[config.mk]
export PLATFORM = sky130hd
export DESIGN_NAME = dreg_wr_arbiter
export DESIGN_NICKNAME = d
export VERILOG_FILES = /design/src/rtl/dreg_wr_arbiter.sv
export SDC_FILE = /design/constraint.sdc
export NUM_CORES = 1
export LEC_CHECK = 0
export CAP_MARGIN = 20
export CORE_MARGIN = 2
export CORE_UTILIZATION = 40
export CTS_CLUSTER_SIZE = 30
export DETAILED_ROUTE_END_ITERATION = 8
export DONT_BUFFER_PORTS = 1
export SYNTH_ARGS = -nofsm -noshare
export SYNTH_HDL_FRONTEND = slang
export SYNTH_SLANG_ARGS = --single-unit
[constraint.sdc]
create_clock -name clk50m -period 1.9 [get_ports clk50m]
set_input_delay 0.57 -clock clk50m [delete_from_list [all_inputs] [get_ports clk50m]]
set_output_delay 0.57 -clock clk50m [all_outputs]
set_load 0.05 [all_outputs]
[src/rtl/dreg_wr_arbiter.sv]
// Round-robin write arbiter sharing one dreg between N requesters.
// Each write takes three cycles: IDLE (pick winner, latch data), LOAD (drive dreg), ACK (grant pulse).
module dreg_wr_arbiter #(
  parameter int W  = 16,
  parameter int N  = 4,
  parameter int CW = 8,
  localparam int IW = (N > 1) ? $clog2(N) : 1
) (
  input  logic           clk50m,
  input  logic           rst,
  input  logic [N-1:0]   req,
  input  logic [N*W-1:0] wdata,
  output logic [N-1:0]   gnt,
  output logic           busy,
  output logic           dreg_en,
  output logic           dreg_load,
  output logic [W-1:0]   dreg_d,
  output logic [IW-1:0]  owner,
  output logic [CW-1:0]  wr_cnt
);

  typedef enum logic [1:0] {IDLE, LOAD, ACK} state_t;

  state_t             state_q, state_d;
  logic [IW-1:0]      ptr_q, ptr_d;
  logic [IW-1:0]      idx_q, idx_d;
  logic [W-1:0]       data_q, data_d;
  logic [IW-1:0]      owner_q, owner_d;
  logic [CW-1:0]      cnt_q, cnt_d;
  logic [N-1:0][W-1:0] wdata_a;
  logic [IW-1:0]      win;

  assign wdata_a = wdata;

  // First requester at or after ptr, wrapping around.
  always_comb begin
    logic found;
    found = 1'b0;
    win   = '0;
    for (int k = 0; k < N; k++) begin
      int j;
      j = int'(ptr_q) + k;
      if (j >= N) j = j - N;
      if (!found && req[j]) begin
        found = 1'b1;
        win   = IW'(j);
      end
    end
  end

  always_comb begin
    state_d = state_q;
    ptr_d   = ptr_q;
    idx_d   = idx_q;
    data_d  = data_q;
    owner_d = owner_q;
    cnt_d   = cnt_q;
    case (state_q)
      IDLE: if (|req) begin
        idx_d   = win;
        data_d  = wdata_a[win];
        state_d = LOAD;
      end
      LOAD: state_d = ACK;
      ACK: begin
        ptr_d   = (idx_q == IW'(N-1)) ? '0 : idx_q + IW'(1);
        owner_d = idx_q;
        if (cnt_q != '1) cnt_d = cnt_q + CW'(1);
        state_d = IDLE;
      end
      default: state_d = IDLE;
    endcase
  end

  always_ff @(posedge clk50m) begin
    if (rst) begin
      state_q <= IDLE;
      ptr_q   <= '0;
      idx_q   <= '0;
      data_q  <= '0;
      owner_q <= '0;
      cnt_q   <= '0;
    end else begin
      state_q <= state_d;
      ptr_q   <= ptr_d;
      idx_q   <= idx_d;
      data_q  <= data_d;
      owner_q <= owner_d;
      cnt_q   <= cnt_d;
    end
  end

  // Strobes decode from the registered state only, so no req-to-gnt path exists.
  assign busy      = (state_q != IDLE);
  assign dreg_en   = (state_q == LOAD);
  assign dreg_load = (state_q == LOAD);
  assign gnt       = (state_q == ACK) ? ({{(N-1){1'b0}}, 1'b1} << idx_q) : '0;
  assign dreg_d    = data_q;
  assign owner     = owner_q;
  assign wr_cnt    = cnt_q;

endmodule

======== Word level (Yosys, flattened, before mapping) ========
Index checks and enable logic that the tools add are counted.
storage, ports and cells
  bits in registers ....................... 32
  input port bits ......................... 70
  output and inout bits ................... 33
  logic and storage cells ................. 70
operators by class
  $add $sub $neg .......................... 9
  $lt $le $gt $ge ......................... 9
  equal/unequal tests ..................... 5
  shift-type cells ........................ 1
  multiplexer cells ....................... 29
  reductions and logical operators ........ 11
operators with widths
  operator                                                                              count
  32-bit by 4-bit less-than comparator with 1-bit output (second input constant)        4
  32-bit two-way mux                                                                    4
  16-bit binary-select mux with 2-bit select                                            1
  16-bit two-way mux                                                                    1
  2-bit two-way mux                                                                     6
  3-bit by 3-bit subtractor with 4-bit output (second input constant)                   3
  1-bit two-way mux                                                                     11
  3-bit greater-or-equal comparator (second input constant)                             3
  8-bit by 1-bit adder with 8-bit output (second input constant)                        1
  1-bit binary-select mux with 2-bit select                                             4
  8-bit != test (second input constant)                                                 1
  2-bit by 2-bit adder with 3-bit output (second input constant)                        2
  2-bit == test (second input constant)                                                 2
  4-bit two-way mux                                                                     1
  2-bit one-hot mux with 2 select lines                                                 1
  2-bit AND reduction                                                                   2
  4-bit OR reduction                                                                    1
  1-bit by 2-bit << shifter with 4-bit output (first input constant)                    1
  2-bit by 3-bit subtractor with 4-bit output (second input constant)                   1
  2-bit by 1-bit adder with 3-bit output (second input constant)                        1
  2-bit by 3-bit greater-or-equal comparator with 1-bit output (second input constant)  1
  1-bit logical AND                                                                     3
  1-bit zero test                                                                       3
  2-bit by 3-bit less-than comparator with 1-bit output (second input constant)         1
  5 further kinds                                                                       5

======== Logic depth before layout (Yosys ltp) ========
Gate-level depths: netlist of the first run.
  depth in word-level cells ............... 17
  depth in mapped cells ................... 8
  mapped depth without buffers ............ 6

======== Least setup slack after synthesis of the first run ========
Ideal clock, no wire load.
  path kind ............................... flip-flop to output port
  start ................................... register state_q[0]
  end ..................................... output dreg_load
  arrival ................................. 1439 ps
  setup slack ............................. -109 ps
  cell stages (with the launch flop) ...... 3
  cell sequence ........................... dfxtp_1 > nor2b_1 > buf_4
between the ends
  word-level cells in the longest chain between the ends .. 1
ends and longest elaborated chain
  element                                   RTL line  source
  start: declaration                        24        state_t state_q, state_d;
  start signal: assignment                  84        state_q <= state_d;
  2-bit by 1-bit == test with 1-bit output  n/a
  end: declaration                          16        output logic dreg_load,
Every way passes these cells.

======== Worst setup path after layout of the first run ========
  start ................................... register idx_q[0]
  end ..................................... output gnt[0]
between the ends
  word-level cells in the longest chain between the ends .. 2
ends and longest elaborated chain
  element                                      RTL line  source
  start: declaration                           26        logic [IW-1:0] idx_q, idx_d;
  start signal: assignment                     86        idx_q <= idx_d;
  1-bit by 2-bit << shifter with 4-bit output  97        assign gnt = (state_q == ACK) ? ({{(N-1){1'b0}}, 1'b1} << idx_q) : '0;
  4-bit two-way mux                            97
  end: declaration                             13        output logic [N-1:0] gnt,
Every way passes these cells.

==> results.yml, run 1 <==
pwr:
  power.share.clock: 0.355
  powerDensity_nw_per_um2: 886.8
  power.leakage_nw: 0.9212
  ir_drop_uv: 340.0
  p_int_w: 0.001356
  switching_share: 0.3310
  p_comb_frac: 0.184
  p_seq_frac: 0.461
  power.switching_w: 0.0006709
logic_synthesis:
  yosys.cell_types.count: 42
  synth_flop_cell: "dfxtp_1"
  synth_async_sr_flop_share: 0
  synth_edf_count: 0
  yosysSeqAreaShare: 0.3355
  syn_nets: 295
  syn_area_sq_um: 1909
  ys_ff_latch: 32
  synth_area_per_cell_sq_um: 8.679
  yosysWarnings: 0
  synth_top_cell_area_share: 0.3355
  synth_area_leaders: "dfxtp_1, mux2i_1, a21bo_2"
  syn_inst: 220
  yosysTopAreaCell: "dfxtp_1"
sta:
  finClkSkew_ns: 0.006834
  worst_pin_slew_ns: 0.6956
  slew_headroom: 0.5363
  maxSlewViolCount: 0
  setup-tns-final_ns: 0
  hold_viol_final: 0
  fmax_mhz: 554.9
  rsz0062_at_grt: "yes"
  setup_ws_ns: 0.09775
  period_share: 0.9486
  final.min_clock_period_ns: 1.802
  setup_viol: 0
floorplan:
  fp.coreArea_sq_um: 4661
  initial_core_util: 0.4097
  num_rows: 25
  io_pins: 103
  dieArea_sq_um: 5342
  die_w_microns: 73.09
  die_h_microns: 73.09
grt:
  track_usage: 0.1837
  grt_pass1_wl_mm: 7.610
  overflow: 0
  grt_max_degree: 24
  grt_pass1_vias: 1590
  antenna_found_initial: 0
clock_tree:
  holdBufCountCts: 0
  clock_sinks: 32
  cts.path.max_buffers: 2
  cts_tree: "yes"
  cts_inserted_buffers: 5
  clkLatencyLatePin_ns: 0.28
  htreeDepth: 2
  cts.clk_slew.worst_paths_ns: 0.07
  cts_root_buffer: "clkbuf_8"
drt:
  dr.pass1.iters: 4
  highest_layer: "met4"
  routed_via_density: 5.628
  drc_errors: 0
  ant_nets: 0
  wl_per_cell_microns: 15.99
  drt_first_iter_violations: 72
  totalWireLength_mm: 4.686
  met3_length_microns: 298
  vias: 1649
  wl_met1_mm: 2.104
  dr_wl_met2_mm: 2.224
final_layout:
  register_area_sq_um: 644.4
  drive_above_1_share: 0.2092
  nets: 313
  multi_input_area_sq_um: 1181
  antenna_cells: 0
  layout_commonest_cell: "dfxtp_1"
  n_fill_cell: 462
  fin_area_sq_um: 2286
  syn2layout_area_growth_pct: 19.72
  mostFrequentLayoutCells: "dfxtp_1, nand2_1, buf_4, mux2i_1, nor2_1"
setup_path:
  r2r_start: "ptr_q[1]$_SDFFE_PP0P_"
  cp-start-kind: "flip-flop"
  crit_path_end_kind: "output port"
  worstRegToRegCells: 5
  worstPathMaxFanout: 6
  r2r-end: "dreg_d[1]$_SDFFE_PP0P_"
  rrSetupSlack_ns: 0.12
  critical_path_class: "reg -> out"
  cp.required_ns: 1.33
  crit_arrival_ns: 1.23
place:
  gp_congestion: 0.7728
  hpwl_mm: 3.523
  io_buffers: 0
  dpl-instance-area_sq_um: 2146
  post-place-ws_ns: -0.05551
status:
  status: "complete, no violations"
worst_hold_path:
  hold_path_class: "in -> reg"
  holdPathStages: 1
  worstHoldStart: "rst"
  holdPathEnd: "ptr_q[1]$_SDFFE_PP0P_"
flow_run:
  cap_violations: 0
[worst max path at each step]
stage / cells after the start / end / slack, ns / from
2_1_floorplan: 7 / dreg_d[10]$_SDFFE_PP0P_ / 0.08 / req[1]
3_3_place_gp: 4 / dreg_d[3]$_SDFFE_PP0P_ / -0.05 / req[1]
3_5_place_dp: 4 / dreg_d[1]$_SDFFE_PP0P_ / -0.06 / req[1]
4_1_cts: 4 / gnt[0] / 0.01 / idx_q[0]$_SDFFE_PP0P_
5_1_grt: 5 / dreg_d[9]$_SDFFE_PP0P_ / -0.003 / ptr_q[1]$_SDFFE_PP0P_
6_report: 4 / gnt[0] / 0.1 / idx_q[0]$_SDFFE_PP0P_
[worst max-delay path: stages, from the launching register on]
cell     delay, ns
dfxtp_2       0.38
inv_1         0.07
ha_1          0.19
and2_1        0.16
buf_12        0.15
[timing repair]
action,4_1_cts,5_1_grt
endpoints found under the hold margin,0,0
resized for setup,0,10
setup endpoints to repair,0,13
setup buffers,0,0
[cell type report]
| type | count | share of cell area |
|---|---|---|
| Clock buffer | 7 | 0.04215 |
| Clock inverter | 1 | 0.01314 |
| Inverter | 3 | 0.004926 |
| Multi-Input combinational cell | 172 | 0.5167 |
| Sequential cell | 32 | 0.2819 |
| Tap cell | 54 | 0.02956 |
| Timing Repair Buffer | 24 | 0.1117 |
[synthesized netlist by cell type, types with 2 or more instances]
library cell and n:
a2111oi_0 6, a2111oi_1 6, a21bo_2 10, a21oi_1 7, and2_1 4, and3_1 7
buf_4 2, buf_6 2, clkbuf_1 6, dfxtp_1 32, ha_1 5, inv_1 3
mux2i_1 17, nand2_1 22, nand2b_1 2, nand3_1 12, nor2_1 17, nor2b_1 5
nor3_1 4, o211a_1 2, o211ai_1 11, o21a_1 2, o21ai_0 13, xnor2_1 5
[logic make-up after synthesis]
logic type / after synthesis / share of synthesized area
and+or+nand+nor: 81 / 0.2130
AOI/OAI and AO/OA: 63 / 0.2497
DFF: 32 / 0.3355
muxes: 17 / 0.08912
buffers and inverters: 16 / 0.05242
xor gates and xnor gates: 6 / 0.02752
adders and majority gates: 5 / 0.03277
[per-stage QoR]
step           total power, W  cells  hold slack (ns)    util
5_1_grt              0.002130    293           0.3256  0.4905
6_report             0.002027    293           0.3479  0.4905
2_1_floorplan        0.001227    220           0.4771       -
3_5_place_dp         0.001318    285           0.5084  0.4604
3_3_place_gp         0.001314    285           0.5135  0.4604
4_1_cts              0.002044    293           0.3374  0.4875
[flip-flops by register name, summed over array words and instances, names as in the netlist]
register and cells:
owner 2, state_q 2, ptr_q 2, idx_q 2, dreg_d 16, wr_cnt 8
[metal layers]
layer	global-route usage	vias to the layer above
li1	-	837
met1	0.2276	750
met2	0.3033	55
met3	0.05387	7
met4	0.06173	0
met5	0	-
[power groups by stage]
stage          Clock [W]  Sequential, W  Combinational [W]
2_1_floorplan          0       0.000943           0.000283
3_3_place_gp           0       0.000949           0.000365
3_5_place_dp           0       0.000949           0.000369
4_1_cts         0.000740       0.000934           0.000370
5_1_grt         0.000778       0.000942           0.000410
6_report        0.000721       0.000934           0.000372
(Power assumes the default switching activity.)
==> run 2, diff against run 1 <==
--- a/config.mk
+++ b/config.mk
@@ -6,11 +6,13 @@
 export NUM_CORES = 1
 export LEC_CHECK = 0
 export CAP_MARGIN = 20
+export CORE_ASPECT_RATIO = 0.5
 export CORE_MARGIN = 2
 export CORE_UTILIZATION = 40
 export CTS_CLUSTER_SIZE = 30
 export DETAILED_ROUTE_END_ITERATION = 8
 export DONT_BUFFER_PORTS = 1
+export GPL_ROUTABILITY_DRIVEN = 1
 export SYNTH_ARGS = -nofsm -noshare
 export SYNTH_HDL_FRONTEND = slang
 export SYNTH_SLANG_ARGS = --single-unit
==> run 2 against run 1 <==
Compared with the run above: first-iteration DRC count fell by 28%; combinational power is 4% higher; critical endpoint is now gnt[1]; wire length increased by 5.6%; sequential cell count is the same; critical path type unchanged; power decreased by 3.2%; non-clock buffer count grew 2.
==> results.yml, run 2 (same netlist as run 1, synthesis figures left out) <==
status:
  status: "complete, no violations"
drt:
  ant_nets: 0
  drt_first_iter_violations: 52
  totalWireLength_mm: 4.948
  vias: 1706
  dr.pass1.iters: 5
  drc_errors: 0
  routed_via_density: 5.557
  wl_per_cell_microns: 16.12
grt:
  grt_pass1_wl_mm: 7.645
  grt_max_degree: 24
  overflow: 0
  grt_pass1_vias: 1694
  track_usage: 0.1860
  antenna_found_initial: 0
setup_path:
  cp.required_ns: 1.33
  crit_path_end_kind: "output port"
  critical_path_class: "reg -> out"
  max_stage_delay_ns: 0.42
  worstPathMaxFanout: 5
  cp-start-kind: "flip-flop"
  cpMaxStageDelayCell: "dfxtp_1"
  crit_arrival_ns: 1.28
  critical_path.cell_chain: "inv_1 > ha_1 > and2_1 > buf_12"
place:
  gp_congestion: 0.8004
  hpwl_mm: 3.669
  io_buffers: 0
  placedCellCount: 298
clock_tree:
  cts_inserted_buffers: 5
  clkLatencyLatePin_ns: 0.28
  holdBufCountCts: 0
  cts_root_buffer: "clkbuf_8"
  cts_tree: "yes"
  cts.clk_slew.worst_paths_ns: 0.07
  clock_sinks: 32
  cts.path.max_buffers: 2
  htreeDepth: 2
sta:
  maxSlewViolCount: 0
  slew_headroom: 0.5514
  period_share: 0.9724
  final.min_clock_period_ns: 1.848
  whs_ns: 0.3485
  setup-tns-final_ns: 0
  fmax_mhz: 541.3
  finClkSkew_ns: 0.005921
  setup_viol: 0
  hold_viol_final: 0
  worst_pin_slew_ns: 0.6729
pwr:
  powerDensity_nw_per_um2: 849.6
  power.leakage_nw: 0.9262
  ir_drop_uv: 342.8
  finalPower_w: 0.001962
final_layout:
  layout_commonest_cell: "dfxtp_1"
  nets: 315
  syn2layout_area_growth_pct: 20.97
  largest_register_ffs: 16
  antenna_cells: 0
  mostFrequentLayoutCells: "dfxtp_1, nand2_1, buf_4, mux2i_1, nor2_1"
  final_util: 0.5146
  finalNonFillerCells: 307
  drive_above_1_share: 0.2282
floorplan:
  dieArea_sq_um: 5376
  fp.coreArea_sq_um: 4488
  num_rows: 17
  die_w_microns: 101.7
  io_pins: 103
  initial_core_util: 0.4254
  die_h_microns: 52.86
flow_run:
  cap_violations: 0
worst_hold_path:
  hold_path_class: "in -> reg"
==> run 2: final cells by class <==
type                       count  area (sq um)
timing repair buffer          26         270.3
fill                         439          2178
clock buffer                   6         72.57
tap                           66         82.58
clock inverter                 2         35.03
inverter                       3         11.26
sequential                    32         644.4
multi-input combinational    172          1194
==> run 2: final timing paths <==
path                         startpoint                     end  slack, ns  cells past startpoint
setup / recovery  idx_q[1]$_SDFFE_PP0P_                  gnt[1]       0.05                      4
hold / removal                      rst   ptr_q[1]$_SDFFE_PP0P_       0.35                      1
setup reg to reg  ptr_q[1]$_SDFFE_PP0P_  dreg_d[1]$_SDFFE_PP0P_       0.12                      5
hold reg to reg   idx_q[0]$_SDFFE_PP0P_   owner[0]$_SDFFE_PP0P_       0.50                      2
==> run 2: through the flow <==
step,cell area (sq um),worst slack (ns)
3_5_place_dp,2168,-0.09181
5_1_grt,2310,-0.01537
3_3_place_gp,2168,-0.05141
6_report,2310,0.05248
4_1_cts,2278,0.01229
2_1_floorplan,1913,0.07735
==> run 2: critical path: cells and delay by family (launching register included) <==
kind	cells	cell delay, ns
simple gates	1	0.16
fa+ha+maj	1	0.18
buf+inv	2	0.24
flops	1	0.42
==> run 2: repair_timing <==
action                                  CTS  global route
gates resized for setup                   2            11
pin swaps                                 0             0
buffers inserted                          0             1
endpoints found under the setup margin    2            16
==> run 2: routing by layer <==
metal	vias to the layer above	track usage	share of wire
met2	65	0.3311	0.48
met4	0	0.04730	0.0065
met3	4	0.07133	0.073
met5	-	0	0
met1	796	0.2125	0.44
li1	841	-	-
==> run 2: report_power, final <==
| part | switching (W) | internal (W) |
|---|---|---|
| Clock | 0.000251 | 0.000389 |
| Sequential | 0.000206 | 0.000729 |
| Combinational | 0.000214 | 0.000172 |
| Total | 0.000672 | 0.00129 |
==> run 3, diff against run 2 <==
--- a/config.mk
+++ b/config.mk
@@ -6,13 +6,13 @@
 export NUM_CORES = 1
 export LEC_CHECK = 0
 export CAP_MARGIN = 20
-export CORE_ASPECT_RATIO = 0.5
 export CORE_MARGIN = 2
 export CORE_UTILIZATION = 40
 export CTS_CLUSTER_SIZE = 30
 export DETAILED_ROUTE_END_ITERATION = 8
 export DONT_BUFFER_PORTS = 1
 export GPL_ROUTABILITY_DRIVEN = 1
+export PLACE_DENSITY = 0.55
 export SYNTH_ARGS = -nofsm -noshare
 export SYNTH_HDL_FRONTEND = slang
 export SYNTH_SLANG_ARGS = --single-unit
==> run 3 against run 2 <==
Compared with the run above: sequential share of layout area increased by 0.61 points; critical path type unchanged; largest cell class unchanged; sequential cell count unchanged; clock skew decreased by 0.0021 ns; die area fell by 0.62%; final area decreased by 2.3%; core utilization is 3.1 points lower; wire length down 3.3%.
==> results.yml, run 3 (same netlist as run 1, synthesis figures left out) <==
pwr:
  power.leakage_nw: 0.9040
  finalPower_w: 0.001852
  ir_drop_uv: 378.1
  power.share.clock: 0.294
  p_int_w: 0.001188
  p_comb_frac: 0.201
  p_seq_frac: 0.505
  power.switching_w: 0.0006637
  powerDensity_nw_per_um2: 821.0
  switching_share: 0.3584
sta:
  finClkSkew_ns: 0.003811
  period_share: 0.9595
  hold_viol_final: 0
  fmax_mhz: 548.5
  slew_headroom: 0.5556
  final.min_clock_period_ns: 1.823
  setup_viol: 0
  worst_pin_slew_ns: 0.6665
  maxSlewViolCount: 0
floorplan:
  die_h_microns: 73.09
  dieArea_sq_um: 5342
  num_rows: 25
  die_w_microns: 73.09
  fp.coreArea_sq_um: 4661
  initial_core_util: 0.4097
  io_pins: 103
clock_tree:
  clkLatencyLatePin_ns: 0.28
  cts_tree: "yes"
  holdBufCountCts: 0
  clock_sinks: 32
  cts.path.max_buffers: 2
  cts_root_buffer: "clkbuf_8"
  htreeDepth: 2
  cts_inserted_buffers: 5
  cts.clk_slew.worst_paths_ns: 0.06
setup_path:
  cp-startpoint: "idx_q[1]$_SDFFE_PP0P_"
  r2r_start: "ptr_q[1]$_SDFFE_PP0P_"
  crit_path_end_kind: "output port"
  crit_arrival_ns: 1.25
  critical_path_class: "reg -> out"
  cp-start-kind: "flip-flop"
  worstPathMaxFanout: 5
  cp.required_ns: 1.33
final_layout:
  largest_register_ffs: 16
  final_util: 0.4840
  layout_commonest_cell: "dfxtp_1"
  nets: 314
  syn2layout_area_growth_pct: 18.15
  antenna_cells: 0
  finalNonFillerCells: 294
  mostFrequentLayoutCells: "dfxtp_1, nand2_1, buf_4, mux2i_1, nor2_1"
  drive_above_1_share: 0.2083
drt:
  totalWireLength_mm: 4.787
  routed_via_density: 5.704
  drt_first_iter_violations: 45
  vias: 1677
  ant_nets: 0
  drc_errors: 0
  wl_per_cell_microns: 16.28
  dr.pass1.iters: 4
worst_hold_path:
  hold_path_class: "in -> reg"
  worstHoldStart: "rst"
place:
  io_buffers: 0
  hpwl_mm: 3.596
  gp_congestion: 0.7436
  placedCellCount: 286
flow_run:
  cap_violations: 0
grt:
  overflow: 0
  grt_pass1_wl_mm: 7.431
  antenna_found_initial: 0
  grt_max_degree: 24
  grt_pass1_vias: 1545
  track_usage: 0.1815
status:
  status: "complete, no violations"
-- run 3: path summary, 6_finish.rpt --
kind                            endpoint  slack (ns)  depth (start not counted)
setup / recovery                  gnt[1]        0.08                          4
hold / removal     ptr_q[1]$_SDFFE_PP0P_        0.35                          1
setup reg to reg  dreg_d[2]$_SDFFE_PP0P_        0.12                          4
hold reg to reg    owner[0]$_SDFFE_PP0P_        0.50                          2
-- run 3: repair_timing --
item,4_1_cts,5_1_grt
pin swaps,0,0
setup endpoints to repair,4,10
buffers inserted,0,0
endpoints found under the hold margin,0,0
gates resized for setup,1,9
-- run 3: area by class of cell --
type	count	area, sq um
Tap cell	54	67.56
Timing Repair Buffer	25	250.2
Multi-Input combinational cell	172	1194
Clock buffer	8	90.09
Inverter	3	11.26
Sequential cell	32	643.1
Fill cell	491	2405
-- run 3: power by group through the flow --
stage / Combinational, W / Clock [W] / Sequential [W]
floorplan: 0.000283 / 0 / 0.000943
global placement: 0.000359 / 0 / 0.000950
detailed placement: 0.000363 / 0 / 0.000950
CTS: 0.000364 / 0.000564 / 0.000936
global route: 0.000410 / 0.000591 / 0.000943
finish: 0.000372 / 0.000544 / 0.000936
-- run 3: routing by layer --
metal / global-route usage / up-vias / share of wire
li1: - / 841 / -
met1: 0.2133 / 773 / 0.44
met2: 0.3043 / 58 / 0.48
met3: 0.06492 / 5 / 0.069
met4: 0.06173 / 0 / 0.011
met5: 0 / - / 0
-- run 3: stage by stage --
step / TNS (ns) / hold slack (ns) / instance area [sq um] / worst slack (ns)
after global placement: -0.1685 / 0.4853 / 2141 / -0.05667
after global routing: -0.005470 / 0.3337 / 2256 / -0.005470
after floorplan: 0 / 0.4771 / 1913 / 0.07735
final: 0 / 0.3518 / 2256 / 0.07698
after detailed placement: -0.3729 / 0.4861 / 2141 / -0.1016
after CTS: 0 / 0.3471 / 2233 / 0.01289
-- run 3: worst max-delay path, stage by stage (launching register included) --
cell     delay [ns]
dfxtp_1        0.41
inv_1          0.08
ha_1           0.18
and2_1         0.16
buf_12         0.15
